[config.mk]
export PLATFORM = sky130hd
export DESIGN_NAME = cdb_broadcaster
export DESIGN_NICKNAME = d
export VERILOG_FILES = /design/src/rtl/cdb_broadcaster.sv
export SDC_FILE = /design/constraint.sdc
export NUM_CORES = 2
export LEC_CHECK = 0
export ABC_AREA = 1
export ABC_CLOCK_PERIOD_IN_PS = 8800
export BUFFER_PORTS_ARGS = -buffer_cell sky130_fd_sc_hd__buf_2
export CORE_UTILIZATION = 35
export CTS_CLUSTER_DIAMETER = 120
export DETAILED_ROUTE_END_ITERATION = 10
export GPL_ROUTABILITY_DRIVEN = 0
export PLACE_DENSITY = 0.6
export SYNTH_ARGS = -nofsm -noshare
export SYNTH_HDL_FRONTEND = slang
export SYNTH_SLANG_ARGS = --single-unit
[constraint.sdc]
create_clock -name clock -period 8.8 [get_ports clock]
set_input_delay 1.32 -clock clock [delete_from_list [all_inputs] [get_ports clock]]
set_output_delay 1.32 -clock clock [all_outputs]
set_load 0.05 [all_outputs]
[src/rtl/cdb_broadcaster.sv]
// cdb_broadcaster: transmit end of the common data bus.
// Each functional unit's completions are held in a small per-source FIFO. One
// head entry per cycle is picked round-robin and registered onto cdb_packet,
// so at most one valid packet is broadcast per cycle and none is lost or repeated.

package cdb_pkg;

    typedef struct packed {
        logic        valid;
        logic [4:0]  Tag;
        logic [31:0] Value;
        logic [31:0] PC;
        logic [31:0] NPC;
        logic [31:0] inst;
        logic [31:0] alu_result;
        logic        take_branch;
        logic        halt;
        logic        illegal;
    } CDB_PACKET;

endpackage

module cdb_broadcaster
    import cdb_pkg::*;
#(
    parameter int NUM_SRC    = 4,
    parameter int FIFO_DEPTH = 2,
    localparam int SW        = (NUM_SRC > 1) ? $clog2(NUM_SRC) : 1
) (
    input  logic                       clock,
    input  logic                       reset,
    input  logic                       squash_signal,
    input  logic [NUM_SRC-1:0]         fu_valid,
    input  CDB_PACKET [NUM_SRC-1:0]    fu_packet,
    output logic [NUM_SRC-1:0]         fu_ready,
    output CDB_PACKET                  cdb_packet,
    output logic [SW-1:0]              cdb_src
);

    localparam int PW = $clog2(FIFO_DEPTH);
    localparam int CW = PW + 1;
    localparam logic [CW-1:0] FULL_CNT = CW'(FIFO_DEPTH);
    localparam logic [CW-1:0] ZERO_CNT = {CW{1'b0}};
    localparam logic [CW-1:0] ONE_CNT  = {{(CW-1){1'b0}}, 1'b1};
    localparam logic [PW-1:0] ZERO_PTR = {PW{1'b0}};
    localparam logic [PW-1:0] ONE_PTR  = {{(PW-1){1'b0}}, 1'b1};

    // FIFO storage and bookkeeping, one set per source
    CDB_PACKET      mem_r    [NUM_SRC][FIFO_DEPTH];
    logic [PW-1:0]  rd_ptr_r [NUM_SRC];
    logic [PW-1:0]  wr_ptr_r [NUM_SRC];
    logic [CW-1:0]  count_r  [NUM_SRC];
    logic [SW-1:0]  rr_r;

    logic [NUM_SRC-1:0] req_s;
    logic [NUM_SRC-1:0] push_s;
    logic [NUM_SRC-1:0] pop_s;
    logic               grant_valid_s;
    logic [SW-1:0]      grant_idx_s;
    CDB_PACKET          head_s;
    logic               flush_s;

    // (base + offset) mod NUM_SRC for offsets below NUM_SRC; works for any NUM_SRC
    function automatic logic [SW-1:0] rr_index(input logic [SW-1:0] base, input int offset);
        int sum;
        sum = int'(base) + offset;
        if (sum >= NUM_SRC) begin
            sum = sum - NUM_SRC;
        end else begin
            sum = sum;
        end
        return sum[SW-1:0];
    endfunction

    assign flush_s = reset | squash_signal;

    // Ready and request come straight from registered counts, never from the grant
    always_comb begin
        fu_ready = {NUM_SRC{1'b0}};
        req_s    = {NUM_SRC{1'b0}};
        for (int i = 0; i < NUM_SRC; i++) begin
            fu_ready[i] = (count_r[i] != FULL_CNT);
            req_s[i]    = (count_r[i] != ZERO_CNT);
        end
    end

    // Round-robin scan starting at rr_r; first non-empty FIFO wins
    always_comb begin
        grant_valid_s = 1'b0;
        grant_idx_s   = {SW{1'b0}};
        for (int k = 0; k < NUM_SRC; k++) begin
            if (!grant_valid_s && req_s[rr_index(rr_r, k)]) begin
                grant_valid_s = 1'b1;
                grant_idx_s   = rr_index(rr_r, k);
            end else begin
                grant_idx_s   = grant_idx_s;
            end
        end
    end

    // Push/pop strobes; a flush suppresses both so nothing moves on that edge
    always_comb begin
        push_s = {NUM_SRC{1'b0}};
        pop_s  = {NUM_SRC{1'b0}};
        for (int i = 0; i < NUM_SRC; i++) begin
            push_s[i] = fu_valid[i] & fu_ready[i] & ~flush_s;
            pop_s[i]  = grant_valid_s & (grant_idx_s == SW'(i)) & ~flush_s;
        end
    end

    // Head entry of the winning FIFO, marked live for broadcast
    always_comb begin
        head_s       = mem_r[grant_idx_s][rd_ptr_r[grant_idx_s]];
        head_s.valid = 1'b1;
    end

    // Payload storage; contents need no clearing because counts gate visibility
    always_ff @(posedge clock) begin
        for (int i = 0; i < NUM_SRC; i++) begin
            if (push_s[i]) begin
                mem_r[i][wr_ptr_r[i]] <= fu_packet[i];
            end
        end
    end

    // FIFO pointers and counts; pointers wrap naturally since depth is a power of 2
    always_ff @(posedge clock) begin
        if (flush_s) begin
            for (int i = 0; i < NUM_SRC; i++) begin
                rd_ptr_r[i] <= ZERO_PTR;
                wr_ptr_r[i] <= ZERO_PTR;
                count_r[i]  <= ZERO_CNT;
            end
        end else begin
            for (int i = 0; i < NUM_SRC; i++) begin
                if (push_s[i]) begin
                    wr_ptr_r[i] <= wr_ptr_r[i] + ONE_PTR;
                end
                if (pop_s[i]) begin
                    rd_ptr_r[i] <= rd_ptr_r[i] + ONE_PTR;
                end
                case ({push_s[i], pop_s[i]})
                    2'b10:   count_r[i] <= count_r[i] + ONE_CNT;
                    2'b01:   count_r[i] <= count_r[i] - ONE_CNT;
                    default: count_r[i] <= count_r[i];
                endcase
            end
        end
    end

    // Broadcast register, source index and round-robin pointer
    always_ff @(posedge clock) begin
        if (flush_s) begin
            cdb_packet <= '0;
            cdb_src    <= {SW{1'b0}};
            rr_r       <= {SW{1'b0}};
        end else if (grant_valid_s) begin
            cdb_packet <= head_s;
            cdb_src    <= grant_idx_s;
            rr_r       <= rr_index(grant_idx_s, 1);
        end else begin
            cdb_packet.valid <= 1'b0;
        end
    end

endmodule

==> impl_results.md <==
* Arrival time at the worst endpoint at between 6 and 7 ns
* Post-Synth Simple-Gate Area at 0.251
* DR iter-0 viols at 3471
* Asr flop ratio synth at 0
* XOR/XNOR Fraction of Synth Area at 0
* Cell row count at approximately 160
* Total Die Area at 188000 µm²
* Slew HR at -0.107
* Hold/Removal Path Class: reg -> reg
* Tcrit/Tclk final at 0.635
* Compound-cell area share of the yosys netlist at 0.00136
* Setup Viol. Count Final at 0
* Die X at 433 µm
* Yosys top cell area share at 0.627
* RSZ-0062 raised after global routing: no
* Root buffer cell: clkbuf_16
* PortBufs at 853
* Clock slew at reported path FFs at 0.06 ns
* CP max-delay cell: nand2_4
* Power, Total at 29000 µW
* CP Max Fanout at between 80 and 90
* Starting density of the core at 0.354
* Crit. End Element: register
* Die Y at between 400 and 500 µm
* First-pass GRT wire length at between 200 and 300 mm
* # IOs at 858
* Worst slack, placed at 3.20 ns
* Max-Cap Viols at 0
* Post-DP HPWL at 123 mm
* Cell chain of the critical path: inv_1, ha_1, nand2_1, nand2_1, nand2_1, nand2_1, nand2_1, nand2_1, nand2_4, nand2_4, buf_4, inv_1, nor3_2, inv_1, ha_1, o21ai_0
* Fmax at 179 MHz
* DR DRC count at 0
* Max incr delay on CP at 1.05 ns
* Status: finished with violations
* Hold_buf cts at 0
* Routed vias/inst at between 4 and 5
* Final number of hold-violating endpoints at 0
* Clk buf depth at 3
* Area Growth Syn to Fin at 18.5%
* Min Tclk post-route at around 5.6 ns
* Initial antenna violation count at 170
* Dominant cell type by area after synthesis: edfxtp_1
* CTS H-tree lvls at 4
* Antenna viol nets, final at 0
* Ys flop type: edfxtp_1
* Slew @ Worst Pin at ~1.7 ns
* Syn nets at 6757
* FF+latch count, synth at 1533
* Critical path class: reg -> reg
* Failing checks: slew limit
* Post-Route Skew at roughly 0.035 ns
* Worst VDD drop at 0.000548 V
* Cell Area, Synth at between 60000 and 70000 µm²
* CTS tree: done
* Leak Pwr at 0.0326 µW
* Synth unique cells at 30
* Ys Warns at 0
* Clock latency on the worst-skew pair at just over 0.8 ns
* Placeable Area at 184000 µm²
* CTS buffer count at 165
* Vias in the first global route at 44600
* Largest net degree at the start of global routing at ~190
* Drt first pass iters at 6
* Post-CTS Setup Inserts at 0
* Adder-Cell Fraction of Synth Area at 0.00154
* Nets@finish at 7458
* Post-synth top cells: nand2_1, edfxtp_1, nand3_1
* Startpoint Class: register
* Average size of a mapped cell at roughly 11 µm²
* Synth area leaders: edfxtp_1, nand2_1, nand3b_1
* Routed wire length at 203 mm
* Via count at 46400
* Placed Cells incl. Taps at 9064
* Worst path most repeated cell: nand2_1
* Power density over cell area at 375 nW/µm²
* Share of the yosys chip area belonging to registers at 0.680
* WL/cell at 21.4 µm
* Post-Syn Instances at 6066
* Required time of the worst setup path at between 9 and 10 ns
* Fin. max-slew vios at 84
* Worst setup margin at around 3.2 ns
* Post-synthesis mux area share at 0
* Main combinational cell family by area after synthesis: simple AND/OR/NAND/NOR gates
* Fraction of layout instances using a drive strength above 1 at 0.171
* Clk sink count at between 1500 and 2000
* EDFF count, synth at 1360
* Gr usage total at 0.212
* Final std cells w/o fill at 9471
* Most common cell in the netlist: nand2_1
* Grt ovf at 0
* Cts repair resizes at 0
flip-flops by register name (all words and copies together), names as in the netlist:
register    count
rd_ptr_r        4
mem_r        1344
wr_ptr_r        4
rr_r            2
cdb_packet    169
cdb_src         2
count_r         8
final timing paths:
| kind | start | end | slack (ns) | depth (start not counted) |
|---|---|---|---|---|
| max | count_r[3][0] | count_r[3][1] | 3.21 | 16 |
| min | cdb_packet[57] | cdb_packet[57] | 0.45 | 2 |
| max reg2reg | count_r[3][0] | count_r[3][1] | 3.21 | 16 |
| min reg2reg | cdb_packet[57] | cdb_packet[57] | 0.45 | 2 |
routing by layer:
metal | vias to the layer above | share of wire | track usage
li1 | 21700 | - | -
met1 | 22400 | 0.38 | 0.246
met2 | 1683 | 0.49 | 0.358
met3 | 537 | 0.065 | 0.0455
met4 | 74 | 0.058 | 0.128
met5 | - | 0.0024 | 0
worst max-delay path: cells and delay by family, from the launching register on:
family | cells | cell delay [ns]
flip-flops | 1 | 0.38
AND/OR/NAND/NOR | 9 | 2.34
adder cells (fa/ha/maj) | 2 | 0.45
buffers and inverters | 4 | 1.75
AO/OA/AOI/OAI | 1 | 0.27
cell usage in the layout, fill, tap and decap left out, drive strengths merged:
master,n
ha,8
bufinv,13
nor4,1
nand3b,640
inv,671
a211oi,2
diode,95
nand3,713
dfxtp,173
edfxtp,1360
nand2,2075
a31oi,1
nor2,31
clkinvlp,7
clkbuf,223
clkinv,65
o21ai,7
or2,3
a21oi,5
buf,907
nand4,2
nor3,4
o211ai,1
area by class of cell:
cell class | count | area [µm²]
fill | 17500 | 107000
timing repair buffer | 907 | 4850
antenna | 95 | 238
clock inverter | 89 | 1020
clock buffer | 223 | 4530
tap | 2464 | 3080
inverter | 667 | 2520
multi-input combinational | 3493 | 16700
sequential | 1533 | 44300
cells by family after synthesis:
logic type                 Yosys count
adders and majority gates            8
buffers and inverters             1040
and+or+nand+nor                   3469
DFF                               1533
AOI/OAI and AO/OA                   16
power breakdown:
group	switching [µW]	internal (µW)	total, µW	leakage [µW]
Clock	2970	4040	7010	0.00269
Combinational	9670	3830	13500	0.0161
Sequential	128	8320	8450	0.0138
metrics by stage:
| step | instance area, µm² | TNS [ns] | hold slack, ns | utilization |
|---|---|---|---|---|
| floorplan | 65200 | -1061.66 | 0.520 | - |
| global placement | 71400 | 0 | 0.432 | 0.388 |
| CTS | 77000 | 0 | 0.450 | 0.418 |
| global route | 77200 | 0 | 0.456 | 0.419 |
| finish | 77200 | 0 | 0.446 | 0.420 |
| detailed placement | 71400 | 0 | 0.434 | 0.388 |
No activity file was read; power rests on OpenSTA's default activity.
